**config.mk**
```make
export PLATFORM = sky130hd
export DESIGN_NAME = ovl_fire_collector
export DESIGN_NICKNAME = d
export VERILOG_FILES = /design/src/rtl/ovl_fire_collector_pkg.sv /design/src/rtl/ovl_event_fifo.sv /design/src/rtl/ovl_fire_collector.sv
export SDC_FILE = /design/constraint.sdc
export NUM_CORES = 1
export LEC_CHECK = 0
export BUFFER_PORTS_ARGS = -buffer_cell sky130_fd_sc_hd__buf_4
export CORE_ASPECT_RATIO = 0.6
export CORE_MARGIN = 4
export CORE_UTILIZATION = 54
export CTS_CLUSTER_SIZE = 30
export DETAILED_ROUTE_END_ITERATION = 10
export PLACE_DENSITY = 0.78
export SETUP_SLACK_MARGIN = 0.15
export SYNTH_ARGS = -nofsm -noshare
export SYNTH_HDL_FRONTEND = slang
export SYNTH_SLANG_ARGS = --single-unit
```
**constraint.sdc**
```tcl
create_clock -name clk -period 6.2 [get_ports clk]
set_input_delay 0.62 -clock clk [delete_from_list [all_inputs] [get_ports clk]]
set_output_delay 0.62 -clock clk [all_outputs]
set_load 0.1 [all_outputs]
```
**src/rtl/ovl_fire_collector_pkg.sv**
```systemverilog
// Shared definitions for the checker-fire collector: IRQ FSM state encoding,
// default geometry and the FIFO entry-width helper.
// Optional feature macro: OVL_FIRE_TIMESTAMP_EN (adds a timestamp to each entry).
package ovl_fire_collector_pkg;

  localparam int DEF_NUM_CHK    = 8;
  localparam int DEF_FIFO_DEPTH = 4;
  localparam int DEF_CNT_WIDTH  = 8;
  localparam int DEF_TS_WIDTH   = 16;

`ifdef OVL_FIRE_TIMESTAMP_EN
  localparam bit TS_ON = 1'b1;
`else
  localparam bit TS_ON = 1'b0;
`endif

  // IRQ FSM: IDLE (no irq), PEND (entries waiting), OVF (sticky until clear)
  typedef enum logic [1:0] {
    IRQ_IDLE = 2'd0,
    IRQ_PEND = 2'd1,
    IRQ_OVF  = 2'd2
  } irq_state_e;

  // Width of one event entry: fire vector, plus timestamp when enabled
  function automatic int entry_width(input int num_chk, input int ts_width);
    return num_chk + (TS_ON ? ts_width : 0);
  endfunction

endpackage

```
**src/rtl/ovl_event_fifo.sv**
```systemverilog
// Show-ahead event FIFO: head entry is presented on rd_data whenever not empty.
// Push on full (without pop) and pop on empty are ignored; flush empties it.
module ovl_event_fifo #(
  parameter int WIDTH = 8,
  parameter int DEPTH = 4
) (
  input  logic                       clk,
  input  logic                       rst,
  input  logic                       flush,
  input  logic                       push,
  input  logic                       pop,
  input  logic [WIDTH-1:0]           wr_data,
  output logic [WIDTH-1:0]           rd_data,
  output logic                       full,
  output logic                       empty,
  output logic [$clog2(DEPTH):0]     count
);

  localparam int AW = $clog2(DEPTH);
  localparam int CW = AW + 1;

  logic [WIDTH-1:0] mem [DEPTH];
  logic [AW-1:0]    wr_ptr;
  logic [AW-1:0]    rd_ptr;
  logic [CW-1:0]    count_q;
  logic             do_push;
  logic             do_pop;

  assign full    = (count_q == CW'(DEPTH));
  assign empty   = (count_q == '0);
  assign do_pop  = pop & ~empty;
  assign do_push = push & (~full | do_pop);
  assign rd_data = mem[rd_ptr];
  assign count   = count_q;

  // Storage write; contents need no reset since occupancy gates validity
  always_ff @(posedge clk) begin
    if (!rst && !flush && do_push) begin
      mem[wr_ptr] <= wr_data;
    end
  end

  // Pointers wrap naturally (power-of-2 depth); occupancy tracks push/pop
  always_ff @(posedge clk) begin
    if (rst || flush) begin
      wr_ptr  <= '0;
      rd_ptr  <= '0;
      count_q <= '0;
    end else begin
      if (do_push) wr_ptr <= wr_ptr + AW'(1);
      if (do_pop)  rd_ptr <= rd_ptr + AW'(1);
      case ({do_push, do_pop})
        2'b10:   count_q <= count_q + CW'(1);
        2'b01:   count_q <= count_q - CW'(1);
        default: count_q <= count_q;
      endcase
    end
  end

endmodule

```
**src/rtl/ovl_fire_collector.sv**
```systemverilog
// Collects checker fire bits into an event FIFO, keeps sticky/count/overflow
// status and raises a registered interrupt.
// Optional feature macro: OVL_FIRE_TIMESTAMP_EN (free-running timestamp stored per entry).
// Handshake: rd_valid_o means rd_data_o holds the head entry; asserting rd_en_i
// while rd_valid_o is high consumes it at the clock edge; rd_en_i while empty is ignored.
module ovl_fire_collector
  import ovl_fire_collector_pkg::*;
#(
  parameter int NUM_CHK    = DEF_NUM_CHK,
  parameter int FIFO_DEPTH = DEF_FIFO_DEPTH,
  parameter int CNT_WIDTH  = DEF_CNT_WIDTH,
  parameter int TS_WIDTH   = DEF_TS_WIDTH
) (
  input  logic                                      clk,
  input  logic                                      rst,
  input  logic [NUM_CHK-1:0]                        fire_i,
  input  logic                                      fire_valid_i,
  input  logic                                      config_invalid_i,
  input  logic [NUM_CHK-1:0]                        mask_i,
  input  logic                                      clear_i,
  input  logic                                      rd_en_i,
  output logic                                      rd_valid_o,
  output logic [entry_width(NUM_CHK, TS_WIDTH)-1:0] rd_data_o,
  output logic [NUM_CHK-1:0]                        sticky_o,
  output logic [CNT_WIDTH-1:0]                      fire_count_o,
  output logic                                      overflow_o,
  output logic                                      irq_o,
  output logic [1:0]                                irq_state_o
);

  localparam int EW = entry_width(NUM_CHK, TS_WIDTH);
  localparam int CW = $clog2(FIFO_DEPTH) + 1;

  logic [NUM_CHK-1:0] fire_vec;
  logic [EW-1:0]      entry;
  logic [EW-1:0]      head;
  logic               capture, push, pop, drop, last_pop;
  logic               fifo_full, fifo_empty;
  logic [CW-1:0]      fifo_count;
  irq_state_e         state_q, state_d;
  logic               irq_q;
  logic [NUM_CHK-1:0] sticky_q;
  logic [CNT_WIDTH-1:0] count_q;
  logic               overflow_q;

  // A capture needs a live fabric, a valid chain and at least one unmasked fire
  assign fire_vec = fire_i & ~mask_i;
  assign capture  = fire_valid_i & ~config_invalid_i & (|fire_vec);
  assign pop      = rd_en_i & ~fifo_empty & ~clear_i;
  assign push     = capture & (~fifo_full | pop) & ~clear_i;
  assign drop     = capture & fifo_full & ~pop & ~clear_i;
  assign last_pop = pop & ~push & (fifo_count == CW'(1));

`ifdef OVL_FIRE_TIMESTAMP_EN
  logic [TS_WIDTH-1:0] ts_q;

  // Free-running timestamp; only reset clears it, clear_i does not
  always_ff @(posedge clk) begin
    if (rst) ts_q <= '0;
    else     ts_q <= ts_q + TS_WIDTH'(1);
  end

  assign entry = {ts_q, fire_vec};
`else
  assign entry = fire_vec;
`endif

  ovl_event_fifo #(
    .WIDTH (EW),
    .DEPTH (FIFO_DEPTH)
  ) u_fifo (
    .clk     (clk),
    .rst     (rst),
    .flush   (clear_i),
    .push    (push),
    .pop     (pop),
    .wr_data (entry),
    .rd_data (head),
    .full    (fifo_full),
    .empty   (fifo_empty),
    .count   (fifo_count)
  );

  // Sticky OR, saturating event count and overflow flag; clear_i wins
  always_ff @(posedge clk) begin
    if (rst || clear_i) begin
      sticky_q   <= '0;
      count_q    <= '0;
      overflow_q <= 1'b0;
    end else if (capture) begin
      sticky_q <= sticky_q | fire_vec;
      if (count_q != '1) count_q <= count_q + CNT_WIDTH'(1);
      if (drop) overflow_q <= 1'b1;
    end
  end

  // IRQ FSM state register with irq registered from the next state
  always_ff @(posedge clk) begin
    if (rst) begin
      state_q <= IRQ_IDLE;
      irq_q   <= 1'b0;
    end else begin
      state_q <= state_d;
      irq_q   <= (state_d != IRQ_IDLE);
    end
  end

  // IRQ FSM next state: drop forces OVF, clear forces IDLE
  always_comb begin
    state_d = state_q;
    case (state_q)
      IRQ_IDLE: if (push)     state_d = IRQ_PEND;
      IRQ_PEND: if (last_pop) state_d = IRQ_IDLE;
      IRQ_OVF:                state_d = IRQ_OVF;
      default:                state_d = IRQ_IDLE;
    endcase
    if (drop)    state_d = IRQ_OVF;
    if (clear_i) state_d = IRQ_IDLE;
  end

  assign rd_valid_o   = ~fifo_empty;
  assign rd_data_o    = fifo_empty ? '0 : head;
  assign sticky_o     = sticky_q;
  assign fire_count_o = count_q;
  assign overflow_o   = overflow_q;
  assign irq_o        = irq_q;
  assign irq_state_o  = state_q;

endmodule
```
-- Word level (Yosys, flattened, before mapping)
Memory sizes are Yosys's and may differ from the RTL's. A register that Yosys moved wholly into a read port is not among the register bits.
Cells that the tools add are included.
- register bits: 27
- bits in latches: 0
- memory bits (writable): 32
- ROM bits: 0
- input port bits: 22
- output and inout bits: 29
- logic and storage cells: 68
- memories: 1
- add/subtract/negate cells: 5
- multiply operators: 0
- div/mod/pow operators: 0
- $lt $le $gt $ge: 0
- equal/unequal tests: 7
- shift-type cells: 0
- mux-type cells: 11
- bitwise operators: 24
- reductions and logical operators: 12
- memories (memory ; words ; bits a word ; read ports ; clocked after Yosys merged registers in ; wr ports ; RTL line ; source):
    u_fifo.mem ; 4 ; 8 ; 1 ; 1 ; 1 ; ovl_event_fifo.sv:22 ; logic [WIDTH-1:0] mem [DEPTH];
- operators by type and width (operator ; count):
    $and A1 B1 Y1 ; 13
    $mux W2 ; 6
    $add A8 B1 Y8 const B ; 1
    $and A8 B8 Y8 ; 1
    $mux W8 ; 1
    $ne A8 B8 Y1 const B ; 1
    $not A8 Y8 ; 1
    $or A8 B8 Y8 ; 1
    $reduce_or A8 Y1 ; 1
    $not A1 Y1 ; 6
    $pmux W2 S3 ; 1
    $pmux W3 S2 ; 1
    $add A2 B1 Y2 const B ; 2
    $eq A2 B1 Y1 const B ; 2
    $eq A2 B2 Y1 const B ; 2
    $reduce_and A2 Y1 ; 2
    $reduce_bool A2 Y1 ; 2
    $add A3 B1 Y3 const B ; 1
    $eq A3 B1 Y1 const B ; 1
    $eq A3 B3 Y1 const B ; 1
    $logic_not A3 Y1 ; 1
    $sub A3 B1 Y3 const B ; 1
    $logic_and A1 B1 Y1 ; 2
    $logic_not A1 Y1 ; 2
    4 further kinds ; 6

-- Longest topological paths before layout
Gate-level depths: netlist (run 1).
- depth after elaboration: 15
- mapped depth: 9
- mapped depth without buffers: 9

-- Modules after synthesis
Synthesis (run 1) repeated with hierarchy kept, for this count alone.
- cell total of the unflattened synthesis: 213
- area, all modules: 2701.3 sq um
- by module, submodules not included (module ; instances ; cells an instance ; area an instance (sq um) ; sequential area each (sq um)):
    ovl_event_fifo ; 1 ; 97 ; 1650.3 ; 1141.1
    ovl_fire_collector ; 1 ; 116 ; 1051.0 ; 400.4

-- Worst setup path after synthesis (run 1)
No wires, ideal clock.
- path type: register -> output
- start: register u_fifo.count_q[0] (netlist: u_fifo.count[0])
- end: output rd_data_o[0]
- arrival: 2.588 ns
- required time: 5.580 ns
- path slack: 2.992 ns
- cell stages (with the launch flop): 6
- path buffers: 1
- path through: dfxtp_1 inv_1 ha_1 nand2b_1 clkbuf_1 and2_1
- cells in the longest elaborated chain, start to end: 2
- ends and longest elaborated chain (element ; RTL line ; source):
    start: declaration ; ovl_event_fifo.sv:25 ; logic [CW-1:0] count_q;
    start signal: assignment ; ovl_event_fifo.sv:53 ; 2'b10: count_q <= count_q + CW'(1);
    start signal: assignment ; ovl_event_fifo.sv:54 ; 2'b01: count_q <= count_q - CW'(1);
    start signal: assignment ; ovl_event_fifo.sv:55 ; default: count_q <= count_q;
    $logic_not A3 Y1 ; ovl_event_fifo.sv:30 ; assign empty = (count_q == '0);
    $mux W8 ; ovl_fire_collector.sv:122 ; assign rd_data_o = fifo_empty ? '0 : head;
    end: declaration ; ovl_fire_collector.sv:23 ; output logic [entry_width(NUM_CHK, TS_WIDTH)-1:0] rd_data_o,
Every way passes these cells.

==> metrics.txt, run 1 <==
CTS sink cnt=61; worst hold path class=register to register; Slew Limit Fails=0; register area share after synthesis=57.1%; Mapped Avg Cell Area=12.9 sq um; row count=19; largest net degree at the start of global routing=28; Antenna Cells=0; pwr dens=267 nW/um^2; final cell count without fillers=331; top post-synthesis cells by count=edfxtp_1, dfxtp_1, nor2_1, a21oi_1, ha_1; Clock power frac=42.7%; RSZ-0062 raised after global routing=no; CTS Hold Bufs=0; via count=1787; Synth Instances=210; synth top area cells=edfxtp_1, dfxtp_1, mux4_2; final hold slack=477 ps; ANT nets after route=0; Worst path top cell family by delay=flip-flops; CTS tree=done; # nets final=295; share of cells above drive strength 1=34.7%; clk_lat worst skew=330 ps; LEAKAGE=1.30 nW; Synth Cell Area=2700 sq um; setup slack after layout=3600 ps; Top Layer Used=met4; Initial DRC Count=132; Synth async-reset ratio=0%; gr ovfl total=0; Comb power frac=8.9%; Syn Nets=242; Layout area overhead=23.4%; setup_tns=0 ps; final clock skew=6.41 ps; Seq cells post-synth=61; clk slew on worst S/H paths=70 ps; initial antenna violation count=0; Starting Density=57.3%; number of synthesized flops with an enable pin=32; per-cell routed wire length=16.3 um; count leader, synth=edfxtp_1; CP Launch Type=register; internal power=0.680 mW; first-pass GRT wire length=8.87 mm; Max Buffers Root-to-Sink=2; post-CTS setup buffer count=0; H-tree Lvls=3; Core Util, Final=70.7%; worst-path cell chain=mux4_2, and2_1, buf_4; Area after DPL=3110 sq um; wl on met1=2.49 mm; port bufs=50; total power=0.889 mW; cts bufs inserted=9; number of max-cap violations=0; Detailed Route WL=5.39 mm; metal3 WL=324 um; Crit Path Max Fanout=8; die area=6230 sq um; post-layout minimum cycle time=2600 ps; Die Y=62.8 um; worst path bufs/invs=1; 1st-pass router iterations=4; Setup WS pre-CTS=3650 ps; Crit. End Element=primary output; routability cong.=0.716; CP max stage delay=660 ps; Sw Ratio=23.5%; clk root buf=clkbuf_8; I/O pin count=51; # fillers=349; switching pwr=0.209 mW; fin area=3330 sq um; Total Routing Usage GR=18.8%; critical path's slowest cell=dfxtp_1; Hold Fails Final Rpt=0; status=completed; post-CTS sizing=0; Ys Warns=0; sequential share of power=48.4%; top_reg_cell synth=edfxtp_1; Rel. slew slack=52.4%; fin crit share=42.0%; Arrival @ worst endpoint=1980 ps; DRC Markers=0; top cell type by total area after synthesis=edfxtp_1; Die Span X=99.3 um; worst endpoint required time=5580 ps; Yosys cell types=47; Vias/cell=5.40; slew at the pin with the worst max-slew slack=713 ps; hpwl dp=3.80 mm; final setup violation count=0; share of the synthesized area in the top cell type=35.6%; fmax=0.384 GHz; met2 wire length=2.53 mm; dpl cells=315; vias in the first global route=1791; core outline area=4710 sq um; Worst Path Class, Setup=register to primary output; peak ir drop on the vdd network=0.192 mV
cell usage in the layout, fill, tap and decap left out, types with 2 or more instances in the layout:
cell type	n
buf_4	50
edfxtp_1	32
dfxtp_1	29
nor2_1	24
a21oi_1	16
ha_1	10
and2_1	9
clkbuf_8	9
nand2_1	8
mux4_2	8
and3_1	6
inv_1	5
nor2b_4	5
nand3_1	5
nand2b_1	4
xor2_1	4
o21ai_0	3
clkinvlp_4	3
and2b_2	2
nor4_4	2
a211oi_2	2
a21oi_2	2
a31oi_1	2
o21a_1	2
bufinv_16	2
cell families (layout without fill, tap and decap cells):
family / count (synthesis) / count (layout) / share of synthesized area, %
flip-flops: 61 / 61 / 57.1
multiplexers: 9 / 9 / 7.05
buffers and inverters: 13 / 71 / 2.13
adder cells (fa/ha/maj): 10 / 10 / 4.64
XOR/XNOR: 5 / 5 / 1.62
AND/OR/NAND/NOR: 75 / 75 / 17.7
AO/OA/AOI/OAI: 37 / 37 / 9.78
layout make-up:
| class | instances | area, sq um | area share, % |
|---|---|---|---|
| inverter | 5 | 18.8 | 0.564 |
| timing repair buffer | 50 | 375 | 11.3 |
| multi-input combinational | 136 | 1100 | 33.0 |
| clock inverter | 6 | 87.6 | 2.63 |
| tap | 63 | 78.8 | 2.37 |
| sequential | 61 | 1540 | 46.3 |
| clock buffer | 10 | 128 | 3.83 |
power by group through the flow:
stage	Sequential, mW	Clock [mW]	Combinational (mW)
2_1_floorplan	0.448	0	0.0467
3_3_place_gp	0.439	0	0.0782
3_5_place_dp	0.439	0	0.0794
4_1_cts	0.430	0.388	0.0796
5_1_grt	0.430	0.407	0.0846
6_report	0.430	0.380	0.0791
registers in the layout, summed over array words and instances, names as in the netlist, named ones only:
name and flops:
fire_count_o 8, irq_o 1, irq_state_o 2, overflow_o 1, sticky_o 8, u_fifo.count 3, u_fifo.mem 32, u_fifo.rd_ptr 2
u_fifo.wr_ptr 2
worst paths after layout:
| check | slack, ps | cells past startpoint | to | start |
|---|---|---|---|---|
| max | 3600 | 3 | rd_data_o[6] | register |
| max reg2reg | 3790 | 8 | u_fifo.count[2] | u_fifo.count[0] |
| min reg2reg | 480 | 2 | sticky_o[7] | sticky_o[7] |
| min | 480 | 2 | sticky_o[7] | sticky_o[7] |
metal layers:
| metal | vias up | GRT usage, % |
|---|---|---|
| met5 | - | 0 |
| met4 | 0 | 7.67 |
| met3 | 7 | 5.80 |
| met2 | 45 | 28.1 |
| met1 | 859 | 25.4 |
| li1 | 876 | - |
worst register-to-register path, stage by stage, from the launching register on:
cell,delay (ps)
dfxtp_1,410
inv_1,90
ha_1,260
and3_4,210
a211oi_4,380
nand2b_1,110
ha_1,350
or3_1,380
a21oi_1,140
Note: power is estimated with default switching activity, not from simulation.
==> inputs of run 2 (changes only) <==
- clock period: 6.2 -> 2.4 ns (I/O delays scaled with it)
==> metrics.txt, run 2 (synthesis gave the netlist of run 1 again) <==
status=completed; R2R Setup Slk=270 ps; Crit. End Element=register; vias in the first global route=1817; die area=6230 sq um; Rel. slew slack=53.1%; row count=19; peak ir drop on the vdd network=0.470 mV; Arrival @ worst endpoint=2390 ps; number of max-cap violations=0; CTS Hold Bufs=0; clk_lat worst skew=330 ps; Hold Fails Final Rpt=0; fin area=3350 sq um; clk root buf=clkbuf_8; hpwl dp=3.86 mm; LEAKAGE=1.33 nW; worst endpoint required time=2660 ps; largest net degree at the start of global routing=28; first-pass GRT wire length=8.89 mm; most common cell after layout, fill and taps aside=buf_4; CP Launch Type=register; CP max stage delay=390 ps; Most Frequent Cell on Critical Path=ha_1; Area after DPL=3160 sq um; pwr dens=654 nW/um^2; Largest register FFs=32; Worst Setup EP=u_fifo.count[2]; port bufs=50; FF-to-FF path depth=8; CTS tree=done; post-CTS setup buffer count=0; I/O pin count=51; per-cell routed wire length=15.8 um; cts bufs inserted=9; clk slew on worst S/H paths=60 ps; ANT nets after route=0; Total Routing Usage GR=18.6%; post-CTS sizing=0; most frequent cells in the layout=buf_4, edfxtp_1, dfxtp_1, nor2_1, a21oi_1; final setup violation count=0; Die Span X=99.3 um; gr ovfl total=0; critical path launch point=u_fifo.count[0]; Top reg by flops=u_fifo.mem; fmax=0.468 GHz; critical path's slowest cell=dfxtp_1; total power=2.19 mW; R2R Path Start=u_fifo.count[0]; # nets final=300; setup_tns=0 ps; Worst Path Class, Setup=register to register; routability cong.=0.754; DRC Markers=0; post-layout minimum cycle time=2130 ps; slew at the pin with the worst max-slew slack=702 ps; worst hold path class=input port to register; Detailed Route WL=5.31 mm; initial antenna violation count=0; Vias/cell=5.35; Antenna Cells=0; CTS sink cnt=61; core outline area=4710 sq um; Reg2Reg Capture Point=u_fifo.count[2]; share of cells above drive strength 1=38.5%; fin crit share=88.9%; Starting Density=57.3%; Layout area overhead=24.3%; RSZ-0062 raised after global routing=no; Die Y=62.8 um; Crit Path Max Fanout=5; H-tree Lvls=3; 1st-pass router iterations=4; Initial DRC Count=72; worst-path cell chain=inv_1, ha_1, and3_4, a211oi_4, nand2b_1, ha_1, or3_1, a21oi_1; final clock skew=6.42 ps; via count=1799; Max Buffers Root-to-Sink=2; Slew Limit Fails=0
## run 2: per-stage QoR
stage / utilization (%) / setup WS, ps / std cells / hold WS, ps
floorplan: - / 216 / 210 / 446
global placement: 67.2 / 312 / 320 / 451
detailed placement: 67.2 / 287 / 320 / 460
CTS: 71.3 / 259 / 336 / 196
global route: 71.3 / 152 / 336 / 193
finish: 71.3 / 265 / 336 / 218
## run 2: worst min-delay path by stage
| stage | startpoint | endpoint | slack (ps) | cells after the start |
|---|---|---|---|---|
| 3_3_place_gp | sticky_o[1] | sticky_o[1] | 450 | 2 |
| 3_5_place_dp | sticky_o[2] | sticky_o[2] | 460 | 2 |
| 6_report | mask_i[1] | u_fifo.mem[1][1] | 220 | 2 |
| 4_1_cts | mask_i[1] | u_fifo.mem[2][1] | 200 | 2 |
| 5_1_grt | mask_i[1] | u_fifo.mem[1][1] | 190 | 2 |
| 2_1_floorplan | mask_i[4] | u_fifo.mem[0][4] | 450 | 1 |
## run 2: metal layers
metal / share of wire (%) / track usage (%) / vias to the layer above
met3: 5.8 / 6.13 / 4
met1: 48 / 26.3 / 861
met2: 46 / 27.5 / 49
met4: 0.51 / 5.11 / 0
li1: - / - / 885
met5: 0 / 0 / -
## run 2: cell type report
type	instances	area [sq um]
Clock buffer	12	145
Clock inverter	4	47.5
Fill cell	343	1350
Inverter	5	18.8
Multi-Input combinational cell	136	1110
Sequential cell	61	1540
Tap cell	63	78.8
Timing Repair Buffer	55	413
## run 2: report_power, final
| part | leakage, nW | switching [mW] | internal (mW) |
|---|---|---|---|
| registers | 0.528 | 0.00520 | 1.11 |
| clock network | 0.0964 | 0.365 | 0.505 |
| logic | 0.707 | 0.139 | 0.0738 |
| total | 1.33 | 0.509 | 1.68 |
## run 2: worst max-delay path: cells and delay by family (launching register included)
kind                     cells  cell delay (ps)
AO/OA/AOI/OAI                2              350
AND/OR/NAND/NOR              3              670
buffers and inverters        1               80
adder cells (fa/ha/maj)      2              570
flip-flops                   1              390
==> inputs of run 3 (changes only) <==
- REMOVE_ABC_BUFFERS: default -> 1
==> metrics.txt, run 3 (synthesis gave the netlist of run 1 again) <==
worst hold path class=input port to register; RSZ-0062 raised after global routing=no; number of max-cap violations=0; slew at the pin with the worst max-slew slack=785 ps; CP Launch Type=register; post-CTS setup buffer count=0; area occupied by multi-input gates=1100 sq um; worst endpoint required time=2660 ps; Vias/cell=5.25; Initial DRC Count=86; largest net degree at the start of global routing=28; Crit. End Element=register; Die Span X=99.3 um; post-layout minimum cycle time=2100 ps; Area after DPL=3140 sq um; fin area=3320 sq um; via count=1759; FF-to-FF path depth=8; Largest register FFs=32; # fillers=332; per-cell routed wire length=15.4 um; peak ir drop on the vdd network=0.456 mV; most common cell after layout, fill and taps aside=buf_4; die area=6230 sq um; LEAKAGE=1.31 nW; post-CTS sizing=1; clk root buf=clkbuf_8; Rel. slew slack=47.6%; clk slew on worst S/H paths=60 ps; most frequent cells in the layout=buf_4, edfxtp_1, dfxtp_1, nor2_1, a21oi_1; H-tree Lvls=3; Die Y=62.8 um; Detailed Route WL=5.17 mm; CP max stage delay=390 ps; Arrival @ worst endpoint=2350 ps; Slew Limit Fails=0; I/O pin count=51; Hold Crit Depth=2; vias in the first global route=1727; 1st-pass router iterations=4; pwr dens=634 nW/um^2; hpwl dp=3.77 mm; Starting Density=57.3%; port bufs=50; CTS Hold Bufs=0; first-pass GRT wire length=8.60 mm; sequential cell area=1540 sq um; initial antenna violation count=0; Top reg by flops=u_fifo.mem; share of cells above drive strength 1=35.3%; Hold Fails Final Rpt=0; worst-path cell chain=inv_1, ha_1, and3_4, a211oi_4, nand2b_1, ha_1, or3_1, a21oi_1; Setup WS pre-CTS=252 ps; Total Routing Usage GR=18.2%; Max Buffers Root-to-Sink=2; row count=19; Core Util, Final=70.5%; gr ovfl total=0; core outline area=4710 sq um; critical path's slowest cell=or3_1; clk_lat worst skew=330 ps; final setup violation count=0; Crit Path Max Fanout=5; status=completed; cts bufs inserted=9; Worst Path Class, Setup=register to register; CTS sink cnt=61; Antenna Cells=0; # nets final=299; setup slack after layout=305 ps; fin crit share=87.3%; DRC Markers=0; final clock skew=4.57 ps; CTS tree=done; ANT nets after route=0; routability cong.=0.743; Most Frequent Cell on Critical Path=ha_1; Layout area overhead=22.9%; fmax=0.477 GHz
run 3: cell types whose count changed in the layout (fill, tap and decap cells not counted), sizes merged:
cell,before,now
clkbuf,12,13
buf,55,54
bufinv,1,0
clkinvlp,1,0
clkinv,2,3
run 3: path summary, 6_finish.rpt:
path	start	to	slack [ps]
setup reg to reg	u_fifo.count[0]	u_fifo.count[2]	300
hold reg to reg	sticky_o[5]	sticky_o[5]	470
setup / recovery	u_fifo.count[0]	u_fifo.count[2]	300
hold / removal	mask_i[0]	u_fifo.mem[3][0]	210
run 3: worst max-delay path: cells and delay by family (launching register included):
family,cells,cell delay [ps]
flops,1,360
fa+ha+maj,2,560
buf+inv,1,60
compound gates,2,370
simple gates,3,680
run 3: stage by stage:
stage	setup TNS, ps	cells	hold WS [ps]	power (mW)
floorplan	-1780	202	446	1.27
global placement	0	319	451	1.34
detailed placement	0	319	459	1.35
CTS	0	335	198	2.12
global route	0	335	191	2.20
finish	0	335	215	2.10
run 3: final cells by class:
| type | count | area share [%] |
|---|---|---|
| Sequential cell | 61 | 46.5 |
| Timing Repair Buffer | 54 | 12.2 |
| Multi-Input combinational cell | 136 | 33.1 |
| Clock buffer | 13 | 4.79 |
| Inverter | 5 | 0.566 |
| Tap cell | 63 | 2.38 |
| Clock inverter | 3 | 0.377 |
run 3: per-layer routing:
| metal | vias to the layer above | global-route usage [%] | wire length, um |
|---|---|---|---|
| met1 | 831 | 26.6 | 2460 |
| met5 | - | 0 | 0 |
| met2 | 53 | 25.3 | 2320 |
| li1 | 875 | - | - |
| met4 | 0 | 5.11 | 0 |
| met3 | 0 | 6.69 | 389 |
run 3: power by group:
part           switching (mW)  internal [mW]
Clock                   0.359          0.423
Sequential            0.00572           1.11
Combinational           0.138         0.0735
